## src/rtl/mem_param.sv

```systemverilog
// Parametrised single-port synchronous RAM with an optional post-reset zero-clear sweep.
// Registered read data with valid strobe, busy while clearing, error pulse on rejected requests.
module mem_param #(
    parameter int DW         = 8,
    parameter int AW         = 4,
    parameter int DEPTH      = 16,
    parameter int CLR_ON_RST = 1
) (
    input  logic          clk,
    input  logic          rst_n,
    input  logic          wr,
    input  logic          rd,
    input  logic [AW-1:0] ad,
    input  logic [DW-1:0] Datain,
    output logic [DW-1:0] Dataout,
    output logic          rd_valid,
    output logic          busy,
    output logic          err
);

    typedef enum logic {
        ST_READY = 1'b0,
        ST_CLEAR = 1'b1
    } state_t;

    localparam state_t      LP_RST_STATE = (CLR_ON_RST != 0) ? ST_CLEAR : ST_READY;
    localparam logic        LP_RST_BUSY  = (CLR_ON_RST != 0) ? 1'b1 : 1'b0;
    localparam int          LP_LAST_I    = DEPTH - 1;
    // Pointer and range compare are AW+1 bits so DEPTH=2**AW is representable.
    localparam logic [AW:0] LP_DEPTH     = DEPTH[AW:0];
    localparam logic [AW:0] LP_LAST      = LP_LAST_I[AW:0];
    localparam logic [AW:0] LP_ONE       = {{AW{1'b0}}, 1'b1};

    state_t        r_state;
    state_t        w_next_state;
    logic [AW:0]   r_ptr;
    logic [AW:0]   w_ptr_next;
    logic [DW-1:0] r_mem [DEPTH];

    logic          w_in_range;
    logic          w_req;
    logic          w_we;
    logic [AW-1:0] w_waddr;
    logic [DW-1:0] w_wdata;
    logic          w_rd_valid_next;
    logic          w_err_next;
    logic [DW-1:0] w_dout_next;

    assign w_in_range = ({1'b0, ad} < LP_DEPTH);
    assign w_req      = wr | rd;

    // FSM state and clear-pointer registers
    always_ff @(posedge clk or negedge rst_n) begin
        if (!rst_n) begin
            r_state <= LP_RST_STATE;
            r_ptr   <= {(AW+1){1'b0}};
        end else begin
            r_state <= w_next_state;
            r_ptr   <= w_ptr_next;
        end
    end

    // Next-state, memory write port and next output values
    always_comb begin
        w_next_state    = r_state;
        w_ptr_next      = r_ptr;
        w_we            = 1'b0;
        w_waddr         = ad;
        w_wdata         = Datain;
        w_rd_valid_next = 1'b0;
        w_err_next      = 1'b0;
        w_dout_next     = Dataout;
        case (r_state)
            ST_CLEAR: begin
                w_we       = 1'b1;
                w_waddr    = r_ptr[AW-1:0];
                w_wdata    = {DW{1'b0}};
                w_ptr_next = r_ptr + LP_ONE;
                w_err_next = w_req;
                if (r_ptr == LP_LAST) begin
                    w_next_state = ST_READY;
                end else begin
                    w_next_state = ST_CLEAR;
                end
            end
            ST_READY: begin
                w_we       = wr & w_in_range;
                w_err_next = w_req & ~w_in_range;
                // Read-first: the array still holds the old word on a same-edge write.
                if (rd) begin
                    w_rd_valid_next = 1'b1;
                    if (w_in_range) begin
                        w_dout_next = r_mem[ad];
                    end else begin
                        w_dout_next = {DW{1'b0}};
                    end
                end else begin
                    w_dout_next = Dataout;
                end
            end
            default: begin
                w_next_state = ST_READY;
            end
        endcase
    end

    // Storage array, intentionally without reset
    always_ff @(posedge clk) begin
        if (w_we) begin
            r_mem[w_waddr] <= w_wdata;
        end
    end

    // Registered outputs
    always_ff @(posedge clk or negedge rst_n) begin
        if (!rst_n) begin
            Dataout  <= {DW{1'b0}};
            rd_valid <= 1'b0;
            err      <= 1'b0;
            busy     <= LP_RST_BUSY;
        end else begin
            Dataout  <= w_dout_next;
            rd_valid <= w_rd_valid_next;
            err      <= w_err_next;
            busy     <= (w_next_state == ST_CLEAR);
        end
    end

endmodule

```

## config.mk

```make
export PLATFORM = sky130hd
export DESIGN_NAME = mem_param
export DESIGN_NICKNAME = d
export VERILOG_FILES = /design/src/rtl/mem_param.sv
export SDC_FILE = /design/constraint.sdc
export NUM_CORES = 1
export LEC_CHECK = 0
export CORE_MARGIN = 3
export CORE_UTILIZATION = 50
export CTS_BUF_LIST = sky130_fd_sc_hd__clkbuf_8
export DETAILED_ROUTE_END_ITERATION = 10
export PLACE_DENSITY = 0.72
export SKIP_CTS_REPAIR_TIMING = 1
export SYNTH_ARGS = -nofsm -noshare
export SYNTH_HDL_FRONTEND = slang
export SYNTH_SLANG_ARGS = --single-unit
export TNS_END_PERCENT = 50
```

## constraint.sdc

```tcl
create_clock -name clk -period 3.66 [get_ports clk]
set_input_delay 0.366 -clock clk [delete_from_list [all_inputs] [get_ports clk]]
set_output_delay 0.366 -clock clk [all_outputs]
set_load 0.05 [all_outputs]
```

==> run metrics <==
crit path kind=reg2out; Routed WL per cell=just over 20 um; first-pass GRT wire length=about 18000 um; RSZ-0062 raised after global routing=false; antenna cells=0; port bufs=26; fin. max-slew vios=0; FILL cells=851; Synth cell types=34; Sw Ratio=0.231; # rows=38; IO Count=27; CTS sink cnt=144; status=finished clean; Slowest-stage cell, CP=clkdlybuf4s50_1; worst r2r src=busy; Crit path max-delay family=buffers and inverters; Cell Chain, Critical Path=clkdlybuf4s50_1; starting DRC count in detailed routing=360; layout cells sized above 1=0.110; Pint=approximately 2600 uW; die width=around 110 um; r2r setup slk=roughly 1.4 ns; Final nets=431; Top Layer Used=met4; vias in the first global route=approximately 3200; Worst EP required=between 3 and 4 ns; total negative slack=0 ns; clk_skew=approximately 0.012 ns; Min Clock Period, post-route=approximately 2.6 ns; area of the multi-input gates=~0.0014 mm2; hold crit path type=in2async; VDD IR max=about 0.35 mV; reg2reg end=r_mem[14][5]; Fin. Hold Viols=0; clock slew at reported path FFs=0.08 ns; root buf cell=clkbuf_8; drt first pass iters=4; syn avg cell area=15.5 um2; Net Count, Synth=395; die height=around 110 um; critical path startpoint category=register; met2 routed WL=roughly 5600 um; synth warn=0; max cap viols=0; DRT met1 WL=~5000 um; Gate power share=0.079; Crit Path Max Fanout=35; P_sw=approximately 780 uW; register area=roughly 0.0042 mm2; largest net degree at the start of global routing=39; placer congestion estimate=approximately 0.79; max frequency=roughly 0.38 GHz; Worst Setup SP=busy; period utilisation layout=0.718; buffers and inverters on the worst path=1; vias=3220; Area growth, synth to finish=13.4%; Vias/cell=~5.7; Final setup violation count=0; synthesized flop and latch total=144; final wirelength=~12000 um; die area=approximately 0.013 mm2; drt drc=0; Max clock buf depth=2; Worst slew margin=0.350; Sequential Power Share=0.547; Clk Latency, worst-skew pair=~0.43 ns; pwr/cell area=around 510 mW/mm2; Leak=between 0.002 and 0.0025 uW; number of H-tree levels=4; Post-Synthesis Cells=~380; Slew @ Worst Pin=roughly 0.97 ns; total grt overflow=0; total global-route track usage=0.192; initial antenna violation count=0; detailed placer's ending HPWL=~7700 um; Worst R2R Path Depth=2; Inserted Clock Buffers=17; Cell Area, Synth=slightly below 0.006 mm2; WP depth=1; Seq/Total Area, Yosys=0.727; crit end category=primary output; Core Region=0.0111 mm2; routed wl met3=923 um; CTS tree=yes; Min Hold Slack=between 0.4 and 0.5 ns; final antenna-violating net count=0; initial core utilization=0.525; clock group share of total power=0.375; Worst Path Arrival=about 2.3 ns; CP max stage delay=0.92 ns
==> metal layers <==
layer | global-route usage | up-vias
li1 | - | 1489
met1 | 0.267 | 1602
met2 | 0.291 | 121
met3 | 0.0624 | 8
met4 | 0.0594 | 0
met5 | 0 | -
==> power by group through the flow <==
stage | Clock (uW) | Sequential (uW) | Combinational [uW]
6_report | 1260 | 1840 | 264
3_3_place_gp | 0 | 1870 | 261
3_5_place_dp | 0 | 1870 | 265
4_1_cts | 1280 | 1840 | 266
5_1_grt | 1360 | 1840 | 283
2_1_floorplan | 0 | 1920 | 121
==> cells by family (layout without fill, tap and decap cells) <==
| kind of cell | after synthesis | after routing | share of synthesized area |
|---|---|---|---|
| AO/OA/AOI/OAI | 36 | 36 | 0.0437 |
| adder cells (fa/ha/maj) | 2 | 2 | 0.00428 |
| multiplexers | 65 | 65 | 0.112 |
| XOR/XNOR | 3 | 3 | 0.00450 |
| AND/OR/NAND/NOR | 101 | 101 | 0.0818 |
| buffers and inverters | 26 | 75 | 0.0276 |
| flip-flops | 144 | 144 | 0.727 |
==> synth_stat cells <==
cell,number,share of area
nor2b_1,11,0.012
xnor2_1,2,0.0030
buf_4,5,0.0064
buf_6,4,0.0077
clkbuf_2,2,0.0017
nand3_1,18,0.015
clkbuf_4,1,0.0013
o32a_1,1,0.0017
nor4b_1,1,0.0015
o21a_1,1,0.0013
a22oi_1,18,0.023
nor2_1,20,0.013
and2_1,1,0.0011
nor2_2,2,0.0021
a21oi_1,11,0.0094
o32a_4,1,0.0039
mux2_2,1,0.0019
xor2_1,1,0.0015
a31oi_1,4,0.0043
nand2_1,34,0.022
inv_1,5,0.0032
dfrtp_1,15,0.064
nor3b_1,2,0.0026
mux2i_1,64,0.11
nor3_1,2,0.0017
ha_1,2,0.0043
clkbuf_1,2,0.0013
nand4_1,7,0.0075
nand2b_1,1,0.0011
edfxtp_1,128,0.66
and3_1,1,0.0011
buf_2,7,0.0060
nand3b_1,1,0.0013
dfstp_2,1,0.0045
==> flip-flops by register name (all words and copies together) (netlist names) <==
| signal | flops |
|---|---|
| r_mem | 128 |
| Dataout | 8 |
| r_ptr | 5 |
| busy | 1 |
| err | 1 |
| rd_valid | 1 |
==> layout by cell type, fill, tap and decap left out, types with 2 or more instances in the layout <==
master	instances
edfxtp_1	128
a21oi_1	11
a31oi_1	4
buf_4	13
clkbuf_8	17
nand4_1	7
clkinv_4	2
ha_1	2
nor2b_1	11
nor2_1	20
nor2_2	2
nand2_1	34
clkinvlp_4	5
xnor2_1	2
inv_1	6
a22oi_1	18
nor3b_1	2
clkdlybuf4s50_1	25
nor3_1	2
bufinv_16	3
nand3_1	18
mux2i_1	64
dfrtp_1	15
clkinv_1	2
==> through the flow <==
step | setup WS [ns] | instances | utilization | instance area, um2 | total power [uW]
5_1_grt | 0.949 | 566 | 0.596 | 6630 | 3490
6_report | 1.03 | 566 | 0.596 | 6630 | 3360
3_5_place_dp | 1.23 | 534 | 0.559 | 6220 | 2140
4_1_cts | 1.02 | 566 | 0.596 | 6630 | 3390
2_1_floorplan | 1.52 | 377 | - | 5840 | 2040
3_3_place_gp | 1.31 | 534 | 0.559 | 6220 | 2140
==> area by class of cell <==
class	count	share of cell area
inverters	5	0.00283
multi-input cells	207	0.217
flip-flops and latches	144	0.641
clock buffers	17	0.0353
well taps	140	0.0264
repair buffers	38	0.0525
clock inverters	15	0.0257
==> worst max path at each step <==
stage                       end  slack (ns)
floorplan           r_mem[5][0]        1.52
global placement    r_mem[9][5]        1.31
detailed placement  r_mem[9][5]        1.23
CTS                        busy        1.02
global route               busy        0.95
finish                     busy        1.03
Power figures use the tool's default switching activity.
